### src/rtl/uart_cmd_responder.sv
`default_nettype none
// ============================================================================
// Module      : uart_cmd_responder
// Description : Host-link command endpoint. Decodes one-byte reads and
//               two-byte writes from the UART receive side into a small
//               configuration register file and answers every command with
//               exactly one reply byte through the UART transmit handshake.
// Revision    : 1.0 - initial release
// ============================================================================
module uart_cmd_responder #(
  parameter int          TIMEOUT_CLKS = 100000,
  parameter logic [7:0]  DEVICE_ID    = 8'h45
) (
  input  logic        i_sys_clk,
  input  logic        i_rstn,
  input  logic        i_Rx_DV,
  input  logic [7:0]  i_Rx_Byte,
  output logic        o_Tx_DV,
  output logic [7:0]  o_Tx_Byte,
  input  logic        i_Tx_Done,
  input  logic [7:0]  i_status,
  output logic [7:0]  o_trig_chan,
  output logic [7:0]  o_trig_type,
  output logic [15:0] o_precap_depth,
  output logic [7:0]  o_clk_div,
  output logic        o_enable,
  output logic        o_start
);

  localparam int            C_CW       = $clog2(TIMEOUT_CLKS) + 1;
  localparam logic [C_CW-1:0] C_CNT_LAST = C_CW'(TIMEOUT_CLKS - 1);
  localparam logic [C_CW-1:0] C_CNT_MAX  = '1;
  localparam logic [7:0]    C_ACK      = 8'h06;
  localparam logic [7:0]    C_NAK      = 8'hEE;

  typedef enum logic [1:0] {
    S_IDLE      = 2'd0,
    S_WAIT_DATA = 2'd1,
    S_SEND      = 2'd2,
    S_WAIT_DONE = 2'd3
  } state_t;

  state_t            state_q, state_d;
  logic [2:0]        addr_q, addr_d;
  logic [C_CW-1:0]   cnt_q, cnt_d;
  logic              tx_dv_q, tx_dv_d;
  logic [7:0]        tx_byte_q, tx_byte_d;
  logic              start_q, start_d;
  logic [7:0]        chan_q, chan_d;
  logic [7:0]        type_q, type_d;
  logic [7:0]        depth_lo_q, depth_lo_d;
  logic [7:0]        depth_hi_q, depth_hi_d;
  logic [7:0]        div_q, div_d;
  logic              enable_q, enable_d;

  logic              w_cmd_valid;
  logic [7:0]        w_rd_data;
  logic [C_CW-1:0]   w_cnt_inc;

  // Reserved bits 6:3 must be clear; the counter saturates instead of wrapping.
  assign w_cmd_valid = (i_Rx_Byte[6:3] == 4'b0000);
  assign w_cnt_inc   = (cnt_q == C_CNT_MAX) ? cnt_q : cnt_q + 1'b1;

  // Read-data mux, addressed directly by the incoming command byte.
  always_comb begin
    w_rd_data = 8'h00;
    case (i_Rx_Byte[2:0])
      3'd0:    w_rd_data = chan_q;
      3'd1:    w_rd_data = type_q;
      3'd2:    w_rd_data = depth_lo_q;
      3'd3:    w_rd_data = depth_hi_q;
      3'd4:    w_rd_data = div_q;
      3'd5:    w_rd_data = {7'b0, enable_q};
      3'd6:    w_rd_data = i_status;
      default: w_rd_data = DEVICE_ID;
    endcase
  end

  // Next-state logic for the command FSM and the register file.
  always_comb begin
    state_d    = state_q;
    addr_d     = addr_q;
    cnt_d      = cnt_q;
    tx_dv_d    = 1'b0;
    tx_byte_d  = tx_byte_q;
    start_d    = 1'b0;
    chan_d     = chan_q;
    type_d     = type_q;
    depth_lo_d = depth_lo_q;
    depth_hi_d = depth_hi_q;
    div_d      = div_q;
    enable_d   = enable_q;
    case (state_q)
      S_IDLE: begin
        if (i_Rx_DV) begin
          if (!w_cmd_valid) begin
            // Invalid bytes never wait for data, even with bit 7 set.
            tx_byte_d = C_NAK;
            state_d   = S_SEND;
          end else if (i_Rx_Byte[7]) begin
            addr_d  = i_Rx_Byte[2:0];
            cnt_d   = '0;
            state_d = S_WAIT_DATA;
          end else begin
            tx_byte_d = w_rd_data;
            state_d   = S_SEND;
          end
        end
      end
      S_WAIT_DATA: begin
        if (i_Rx_DV) begin
          case (addr_q)
            3'd0: chan_d     = i_Rx_Byte;
            3'd1: type_d     = i_Rx_Byte;
            3'd2: depth_lo_d = i_Rx_Byte;
            3'd3: depth_hi_d = i_Rx_Byte;
            3'd4: div_d      = i_Rx_Byte;
            3'd5: begin
              enable_d = i_Rx_Byte[0];
              start_d  = i_Rx_Byte[1];
            end
            default: ;  // status / ID are read-only; write is just acknowledged
          endcase
          tx_byte_d = C_ACK;
          state_d   = S_SEND;
        end else begin
          cnt_d = w_cnt_inc;
          // Abandon silently so a late byte is parsed as a fresh command.
          if (w_cnt_inc >= C_CNT_LAST) begin
            state_d = S_IDLE;
          end
        end
      end
      S_SEND: begin
        tx_dv_d = 1'b1;
        state_d = S_WAIT_DONE;
      end
      S_WAIT_DONE: begin
        // Rx bytes here are dropped; the host must wait for the reply.
        if (i_Tx_Done) begin
          state_d = S_IDLE;
        end
      end
      default: state_d = S_IDLE;
    endcase
  end

  // State and register flops; async reset abandons any pending reply.
  always_ff @(posedge i_sys_clk or negedge i_rstn) begin
    if (!i_rstn) begin
      state_q    <= S_IDLE;
      addr_q     <= 3'd0;
      cnt_q      <= '0;
      tx_dv_q    <= 1'b0;
      tx_byte_q  <= 8'h00;
      start_q    <= 1'b0;
      chan_q     <= 8'h00;
      type_q     <= 8'h00;
      depth_lo_q <= 8'h00;
      depth_hi_q <= 8'h00;
      div_q      <= 8'h00;
      enable_q   <= 1'b0;
    end else begin
      state_q    <= state_d;
      addr_q     <= addr_d;
      cnt_q      <= cnt_d;
      tx_dv_q    <= tx_dv_d;
      tx_byte_q  <= tx_byte_d;
      start_q    <= start_d;
      chan_q     <= chan_d;
      type_q     <= type_d;
      depth_lo_q <= depth_lo_d;
      depth_hi_q <= depth_hi_d;
      div_q      <= div_d;
      enable_q   <= enable_d;
    end
  end

  assign o_Tx_DV        = tx_dv_q;
  assign o_Tx_Byte      = tx_byte_q;
  assign o_start        = start_q;
  assign o_trig_chan    = chan_q;
  assign o_trig_type    = type_q;
  assign o_precap_depth = {depth_hi_q, depth_lo_q};
  assign o_clk_div      = div_q;
  assign o_enable       = enable_q;

endmodule
`default_nettype wire

### config.mk
export PLATFORM = sky130hd
export DESIGN_NAME = uart_cmd_responder
export DESIGN_NICKNAME = d
export VERILOG_FILES = /design/src/rtl/uart_cmd_responder.sv
export SDC_FILE = /design/constraint.sdc
export NUM_CORES = 1
export LEC_CHECK = 0
export ABC_CLOCK_PERIOD_IN_PS = 2050
export BUFFER_PORTS_ARGS = -buffer_cell sky130_fd_sc_hd__clkbuf_2
export CORE_MARGIN = 1
export CORE_UTILIZATION = 45
export CTS_CLUSTER_DIAMETER = 150
export DETAILED_ROUTE_END_ITERATION = 8
export GPL_TIMING_DRIVEN = 0
export PLACE_DENSITY_LB_ADDON = 0.2
export SYNTH_ARGS = -nofsm -noshare
export SYNTH_HDL_FRONTEND = slang
export SYNTH_SLANG_ARGS = --single-unit
### constraint.sdc
create_clock -name i_sys_clk -period 2.05 [get_ports i_sys_clk]
set_input_delay 0.205 -clock i_sys_clk [delete_from_list [all_inputs] [get_ports i_sys_clk]]
set_output_delay 0.205 -clock i_sys_clk [all_outputs]
set_load 0.01 [all_outputs]
==> results of run 1 <==
[report_power, final]
group          total, uW  switching [uW]  internal (uW)
clock network       1380             575            808
logic               1930             983            949
registers           2320             390           1930
total               5630            1950           3680
[critical path: stages (launching register included)]
cell                      delay [ps]
sky130_fd_sc_hd__dfrtp_2         410
sky130_fd_sc_hd__ha_4            190
sky130_fd_sc_hd__nand4_1         160
sky130_fd_sc_hd__or3_4           410
sky130_fd_sc_hd__or2_1           230
sky130_fd_sc_hd__buf_6           150
sky130_fd_sc_hd__nand2_2          80
sky130_fd_sc_hd__a21oi_1          40
sky130_fd_sc_hd__a211o_1         260
[how the worst max path moves through the flow]
stage	depth (start not counted)	slack, ps	start	end
floorplan	7	1	cnt_q[0]	state_q[0]
global placement	7	-350	cnt_q[0]	state_q[0]
detailed placement	7	-380	cnt_q[0]	state_q[0]
CTS	6	6	cnt_q[11]	state_q[0]
global route	8	-80	cnt_q[1]	state_q[0]
finish	8	5	cnt_q[1]	state_q[0]
[kinds of logic after synthesis]
logic type | share of synthesized area [%]
and+or+nand+nor | 16.2
AOI/OAI and AO/OA | 16.8
DFF | 46.1
muxes | 16.6
buffers and inverters | 3.14
xor gates and xnor gates | 0.871
adders and majority gates | 0.311
[cell type report]
cell class | count | share of cell area (%)
Multi-Input combinational cell | 293 | 42.9
Sequential cell | 74 | 36.5
Timing Repair Buffer | 92 | 10.7
Tap cell | 108 | 2.65
Clock buffer | 9 | 2.43
Clock inverter | 6 | 2.25
Buffer | 22 | 2.11
Inverter | 6 | 0.441
[cells in the mapped netlist, types with 2 or more instances]
cell                       count  share of area (%)
sky130_fd_sc_hd__a22o_1        5                1.1
sky130_fd_sc_hd__nor3_2        2               0.50
sky130_fd_sc_hd__dfrtp_1      74                 46
sky130_fd_sc_hd__a32o_1        3               0.75
sky130_fd_sc_hd__a21boi_0      2               0.37
sky130_fd_sc_hd__nor2b_1       3               0.47
sky130_fd_sc_hd__inv_1         6               0.56
sky130_fd_sc_hd__nor3_1        3               0.37
sky130_fd_sc_hd__mux4_2        2                1.1
sky130_fd_sc_hd__a22oi_1       7                1.3
sky130_fd_sc_hd__o211ai_1      3               0.56
sky130_fd_sc_hd__and3_1        3               0.47
sky130_fd_sc_hd__o22ai_1       2               0.31
sky130_fd_sc_hd__nor2_1       26                2.4
sky130_fd_sc_hd__nor3b_1       4               0.75
sky130_fd_sc_hd__nand2_1      37                3.5
sky130_fd_sc_hd__buf_1         2               0.19
sky130_fd_sc_hd__o31ai_1       2               0.37
sky130_fd_sc_hd__o21ai_0      35                4.4
sky130_fd_sc_hd__mux2_2       49                 14
sky130_fd_sc_hd__nand2b_1      2               0.31
sky130_fd_sc_hd__nand3_1      16                2.0
sky130_fd_sc_hd__and2_1        2               0.31
sky130_fd_sc_hd__nand4_1       5               0.78
sky130_fd_sc_hd__or3_1         2               0.31
sky130_fd_sc_hd__nor4_2        2               0.62
sky130_fd_sc_hd__nand3b_1      2               0.37
sky130_fd_sc_hd__buf_2         5               0.62
sky130_fd_sc_hd__xnor2_1       4               0.87
sky130_fd_sc_hd__a211oi_1      4               0.75
sky130_fd_sc_hd__mux2i_1       7                1.7
sky130_fd_sc_hd__a31oi_1       9                1.4
sky130_fd_sc_hd__nor4_1        4               0.62
sky130_fd_sc_hd__or2_2         2               0.31
sky130_fd_sc_hd__clkbuf_1     19                1.8
sky130_fd_sc_hd__o221ai_1      2               0.44
sky130_fd_sc_hd__a21oi_1      24                3.0
[through the flow]
stage / util (%) / TNS [ps] / power [uW] / area, um2
6_report: 58.8 / 0 / 5630 / 5110
5_1_grt: 58.8 / -136 / 5980 / 5110
4_1_cts: 56.5 / 0 / 5560 / 4910
3_5_place_dp: 52.0 / -2150 / 4110 / 4510
3_3_place_gp: 51.7 / -1450 / 4050 / 4490
2_1_floorplan: - / 0 / 3380 / 4020
[flip-flops by register name, summed over array words and instances, names as in the netlist]
register     flops
addr_q           3
cnt_q           18
depth_hi_q       8
depth_lo_q       8
o_Tx_Byte        8
o_Tx_DV          1
o_clk_div        8
o_enable         1
o_start          1
o_trig_chan      8
o_trig_type      8
state_q          2
[routing by layer]
metal  up-vias  global-route usage, %  wire length [um]
met4         0                   8.70               165
met2       130                   33.7              4840
met5         -                      0                 0
li1       1677                      -                 -
met3        14                   3.13               540
met1      1726                   37.1              5250
[repair_timing]
item | 4_1_cts | 5_1_grt
buffers inserted | 9 | 14
gates resized for setup | 19 | 37
hold buffers | 1 | 0
hold endpoints to repair | 35 | 0
endpoints found under the setup margin | 13 | 38
pin swaps | 3 | 9
==> insert_results.sql, run 1 <==
INSERT INTO impl_metrics (metric_group, metric, value, unit) VALUES
('outcome', 'outcome', 'complete, no violations', ''),
('setup_path', 'worstReg2RegEnd', 'state_q[0]', ''),
('global_route', 'grtUsageTotal', '23.9', '%'),
('route', 'route.detailed.drc', '0', ''),
('finish', 'final_nets', '519', ''),
('global_route', 'grt_pass1_vias', '3114', ''),
('route', 'totalWireLength', '10800', 'um'),
('placed_design', 'io_buffers', '67', ''),
('floorplanning', 'die-width', '96.5', 'um'),
('timing', 'report.final.setup_viol', '0', ''),
('timing', 'rsz0062_at_grt', 'yes', ''),
('timing', 'max_slew.worst_pin.slew', '752', 'ps'),
('synthesis', 'postSynthAreaPerCell', '10.1', 'um2'),
('floorplanning', 'floorplan.core_area', '8680', 'um2'),
('placed_design', 'dp_cells', '575', ''),
('finish', 'final_cell_mix', '68 x sky130_fd_sc_hd__clkbuf_2, 63 x sky130_fd_sc_hd__dfrtp_1, 49 x sky130_fd_sc_hd__mux2_2, 34 x sky130_fd_sc_hd__nand2_1, 33 x sky130_fd_sc_hd__o21ai_0', ''),
('setup_path', 'crit_fanout', '9', ''),
('synthesis', 'yosys.cell_types.count', '55', ''),
('route', 'drt.antenna.violating_nets', '0', ''),
('power', 'power_per_cell_area', '1100', 'nW/um2'),
('min_path', 'kind_of_path_behind_the_tightest_hold_check', 'in2reg', ''),
('setup_path', 'critPathLaunchType', 'register', ''),
('power', 'leakage_dissipation', '0.00235', 'uW'),
('clock_tree', 'root_buffer_master', 'sky130_fd_sc_hd__clkbuf_8', ''),
('setup_path', 'r2r-start', 'cnt_q[1]', ''),
('min_path', 'hold_critical_path_depth', '4', ''),
('timing', 'fmax', '489', 'MHz'),
('finish', 'multiInputGateArea', '2190', 'um2'),
('finish', 'layout_overhead_on_the_synthesized_area', '27.0', '%'),
('route', 'routedWlPerCell', '17.7', 'um'),
('timing', 'setup_ws', '5.47', 'ps'),
('timing', 'whs', '172', 'ps'),
('timing', 'skew', '10.7', 'ps'),
('floorplanning', 'die_h', '96.5', 'um'),
('floorplanning', 'initial_core_utilization', '46.3', '%'),
('placed_design', 'final_replace_weighted_congestion', '0.893', ''),
('global_route', 'grt_first_pass_wirelength', '16600', 'um'),
('setup_path', 'register_to_register_setup_slack', '5', 'ps'),
('timing', 'final.period_utilization', '99.7', '%'),
('placed_design', 'dp_slack', '-377', 'ps'),
('job', 'number_of_max_cap_violations', '0', ''),
('finish', 'layout.cells.most_common', 'sky130_fd_sc_hd__clkbuf_2', ''),
('setup_path', 'cp.arrival', '2280', 'ps'),
('min_path', 'end_point_of_the_most_critical_hold_path', 'state_q[1]', ''),
('finish', 'fillers', '772', ''),
('setup_path', 'crit_path_end_kind', 'register', ''),
('timing', 'slew_headroom', '49.9', '%'),
('clock_tree', 'clock_latency', '360', 'ps'),
('timing', 'hold_violations', '0', ''),
('finish', 'insertedDiodeCount', '0', ''),
('setup_path', 'worst-setup-path-type', 'reg2reg', ''),
('route', 'drt_pre_antenna_iters', '5', ''),
('timing', 'report.final.slew_viol_count', '0', ''),
('setup_path', 'r2r.worst_path.cells', '8', ''),
('min_path', 'hp-start', 'i_Tx_Done', ''),
('route', 'route.detailed.vias_per_inst', '5.81', ''),
('synthesis', 'synth_cells', '399', ''),
('floorplanning', 'rows', '34', ''),
('placed_design', 'dpl.hpwl', '7280', 'um'),
('floorplanning', 'fp.dieArea', '9320', 'um2'),
('global_route', 'grt_antenna_before_repair', '0', ''),
('setup_path', 'timing.critical_path.required', '2290', 'ps'),
('timing', 'layout_min_cycle_time', '2040', 'ps'),
('clock_tree', 'cts_max_level', '3', ''),
('synthesis', 'synth_edf_count', '0', ''),
('synthesis', 'synthesis.nets', '420', ''),
('synthesis', 'synth.ff_latch_count', '74', ''),
('finish', 'drive_gt1_share', '40.0', '%'),
('clock_tree', 'clock_tree_from_tritoncts', 'yes', ''),
('synthesis', 'ys_async_sr_fraction', '100', '%'),
('synthesis', 'synthesis.yosys.warnings', '0', '');
No activity file was read; power rests on OpenSTA's default activity.
==> run 2: changes to the inputs <==
--- a/config.mk
+++ b/config.mk
@@ -5,7 +5,7 @@
 export SDC_FILE = /design/constraint.sdc
 export NUM_CORES = 1
 export LEC_CHECK = 0
-export ABC_CLOCK_PERIOD_IN_PS = 2050
+export ABC_CLOCK_PERIOD_IN_PS = 2400
 export BUFFER_PORTS_ARGS = -buffer_cell sky130_fd_sc_hd__clkbuf_2
 export CORE_MARGIN = 1
 export CORE_UTILIZATION = 45
@@ -13,6 +13,7 @@
 export DETAILED_ROUTE_END_ITERATION = 8
 export GPL_TIMING_DRIVEN = 0
 export PLACE_DENSITY_LB_ADDON = 0.2
+export RECOVER_POWER = 25
 export SYNTH_ARGS = -nofsm -noshare
 export SYNTH_HDL_FRONTEND = slang
 export SYNTH_SLANG_ARGS = --single-unit
==> constraint.sdc (replaced) <==
create_clock -name i_sys_clk -period 2.4 [get_ports i_sys_clk]
set_input_delay 0.24 -clock i_sys_clk [delete_from_list [all_inputs] [get_ports i_sys_clk]]
set_output_delay 0.24 -clock i_sys_clk [all_outputs]
set_load 0.01 [all_outputs]
==> insert_results.sql, run 2 (synthesis gave the netlist of run 1 again) <==
INSERT INTO impl_metrics (metric_group, metric, value, unit) VALUES
('route', 'drt_pre_antenna_iters', '4', ''),
('route', 'totalWireLength', '10300', 'um'),
('setup_path', 'r2r-start', 'cnt_q[2]', ''),
('job', 'number_of_max_cap_violations', '0', ''),
('setup_path', 'crit_fanout', '9', ''),
('floorplanning', 'io_pins', '71', ''),
('setup_path', 'cp.arrival', '2500', 'ps'),
('global_route', 'grt_max_degree', '40', ''),
('timing', 'max_slew.worst_pin.slew', '911', 'ps'),
('setup_path', 'cpMaxStageDelayCell', 'sky130_fd_sc_hd__nor3_4', ''),
('setup_path', 'crit_family', 'simple AND/OR/NAND/NOR gates', ''),
('clock_tree', 'cts-root-to-sink-buffers', '2', ''),
('floorplanning', 'die_h', '96.5', 'um'),
('timing', 'skew', '12.5', 'ps'),
('setup_path', 'wp_depth', '7', ''),
('min_path', 'kind_of_path_behind_the_tightest_hold_check', 'in2reg', ''),
('finish', 'drive_gt1_share', '29.6', '%'),
('finish', 'finalInstanceArea', '4770', 'um2'),
('finish', 'post-route-util', '55.0', '%'),
('global_route', 'grtUsageTotal', '23.5', '%'),
('timing', 'final.period_utilization', '94.3', '%'),
('global_route', 'grt_first_pass_wirelength', '16200', 'um'),
('route', 'routedWlPerCell', '17.5', 'um'),
('clock_tree', 'clock-sinks', '74', ''),
('timing', 'hold_violations', '0', ''),
('timing', 'layout_min_cycle_time', '2260', 'ps'),
('route', 'drt.antenna.violating_nets', '0', ''),
('finish', 'final_cell_mix', '72 x sky130_fd_sc_hd__dfrtp_1, 55 x sky130_fd_sc_hd__clkbuf_2, 49 x sky130_fd_sc_hd__mux2_2, 36 x sky130_fd_sc_hd__nand2_1, 35 x sky130_fd_sc_hd__o21ai_0', ''),
('power', 'post_route_total_power', '4660', 'uW'),
('clock_tree', 'clkTransAtPathRegs', '80', 'ps'),
('timing', 'report.final.setup_viol', '0', ''),
('timing', 'report.final.slew_viol_count', '0', ''),
('setup_path', 'register_to_register_setup_slack', '140', 'ps'),
('global_route', 'grt_pass1_vias', '3055', ''),
('clock_tree', 'buffers_inserted_by_post_cts_timing_repair', '0', ''),
('finish', 'largest_register_ffs', '18', ''),
('setup_path', 'first_element_of_the_critical_path', 'cnt_q[2]', ''),
('placed_design', 'dpl.hpwl', '7280', 'um'),
('finish', 'insertedDiodeCount', '0', ''),
('timing', 'fmax', '442', 'MHz'),
('finish', 'layout.cells.most_common', 'sky130_fd_sc_hd__dfrtp_1', ''),
('finish', 'final_nets', '500', ''),
('finish', 'fillers', '816', ''),
('power', 'power_per_cell_area', '977', 'nW/um2'),
('route', 'route.detailed.drc', '0', ''),
('finish', 'register_with_the_most_flip_flops', 'cnt_q', ''),
('clock_tree', 'clock_latency', '360', 'ps'),
('placed_design', 'final_replace_weighted_congestion', '0.893', ''),
('setup_path', 'critPathLaunchType', 'register', ''),
('outcome', 'outcome', 'complete, no violations', ''),
('floorplanning', 'initial_core_utilization', '46.3', '%'),
('floorplanning', 'rows', '34', ''),
('clock_tree', 'clock_tree_from_tritoncts', 'yes', ''),
('setup_path', 'crit_path_largest_cell_delay', '370', 'ps'),
('setup_path', 'critical_path.n_buffers_inverters', '1', ''),
('clock_tree', 'numCtsBuffers', '9', ''),
('floorplanning', 'fp.dieArea', '9320', 'um2'),
('global_route', 'global_route_congestion_overflow_total', '0', ''),
('power', 'ir_drop', '494', 'uV'),
('route', 'first_iter_violations', '141', ''),
('placed_design', 'place_area', '4510', 'um2'),
('setup_path', 'timing.critical_path.required', '2640', 'ps'),
('setup_path', 'setup.worst_path.end', 'state_q[0]', ''),
('setup_path', 'worstReg2RegEnd', 'state_q[0]', ''),
('finish', 'layout_overhead_on_the_synthesized_area', '18.7', '%'),
('route', 'via_count', '3458', ''),
('setup_path', 'path_cells', 'buf_2, nand4_1, nor3_4, o2111a_1, mux2i_1, a2111oi_2, a211o_1', ''),
('setup_path', 'worst-setup-path-type', 'reg2reg', ''),
('route', 'route.detailed.vias_per_inst', '5.85', ''),
('floorplanning', 'floorplan.core_area', '8680', 'um2'),
('clock_tree', 'root_buffer_master', 'sky130_fd_sc_hd__clkbuf_8', ''),
('setup_path', 'crit_path_end_kind', 'register', ''),
('timing', 'slew_headroom', '39.3', '%'),
('power', 'leakage_dissipation', '0.00216', 'uW'),
('placed_design', 'io_buffers', '67', ''),
('setup_path', 'r2r.worst_path.cells', '7', ''),
('global_route', 'grt_antenna_before_repair', '0', ''),
('clock_tree', 'cts_max_level', '3', ''),
('floorplanning', 'die-width', '96.5', 'um');
run 2: cell types whose count changed in the layout (fill, tap and decap cells not counted), sizes merged:
| cell | change |
|---|---|
| clkbuf | +3 |
| buf | -22 |
run 2: worst min-delay path by stage:
stage / start / endpoint / slack [ps] / depth (start not counted)
2_1_floorplan: i_rstn / addr_q[0] / -60 / 0
5_1_grt: i_Tx_Done / state_q[1] / 230 / 4
3_5_place_dp: i_rstn / cnt_q[7] / 280 / 1
3_3_place_gp: state_q[1] / state_q[1] / 480 / 2
4_1_cts: i_Tx_Done / state_q[1] / 200 / 4
6_report: i_Tx_Done / state_q[1] / 200 / 4
run 2: layout make-up:
| cell class | instances | area [um2] | area share, % |
|---|---|---|---|
| Buffer | 26 | 104 | 2.18 |
| Clock buffer | 9 | 124 | 2.60 |
| Clock inverter | 6 | 115 | 2.41 |
| Inverter | 6 | 22.5 | 0.472 |
| Multi-Input combinational cell | 293 | 2080 | 43.6 |
| Sequential cell | 74 | 1850 | 38.9 |
| Tap cell | 108 | 135 | 2.83 |
| Timing Repair Buffer | 69 | 335 | 7.03 |
run 2: timing repair:
action | 4_1_cts | 5_1_grt
setup endpoints to repair | 1 | 5
pin swaps | 0 | 0
hold buffers | 1 | 0
resized for setup | 1 | 8
hold endpoints to repair | 35 | 0
run 2: tightest hold or removal path, cell delays in order:
cell and delay [ps]:
sky130_fd_sc_hd__clkbuf_2 110, sky130_fd_sc_hd__nand2_1 60, sky130_fd_sc_hd__nand2_1 60, sky130_fd_sc_hd__nand2_1 50
run 2: stage by stage:
step / hold WS [ps] / std cells / setup slack (ps) / setup TNS (ps)
after floorplan: -55.6 / 399 / 351 / 0
after global placement: 482 / 574 / -2.47 / -2.47
after detailed placement: 280 / 575 / -26.6 / -26.6
after CTS: 197 / 591 / 6.19 / 0
after global routing: 228 / 591 / -30.7 / -30.7
final: 203 / 591 / 137 / 0
run 2: metal layers:
layer,vias up,global-route usage (%),wire length [um]
met5,-,0,0
met4,0,7.72,129
met3,10,3.13,504
met2,112,33.7,4600
met1,1691,36.1,5100
li1,1645,-,-
run 2: power breakdown:
part           internal [uW]  total [uW]  switching [uW]
clock                    690        1180             485
sequential              1640        1970             323
combinational            715        1520             804
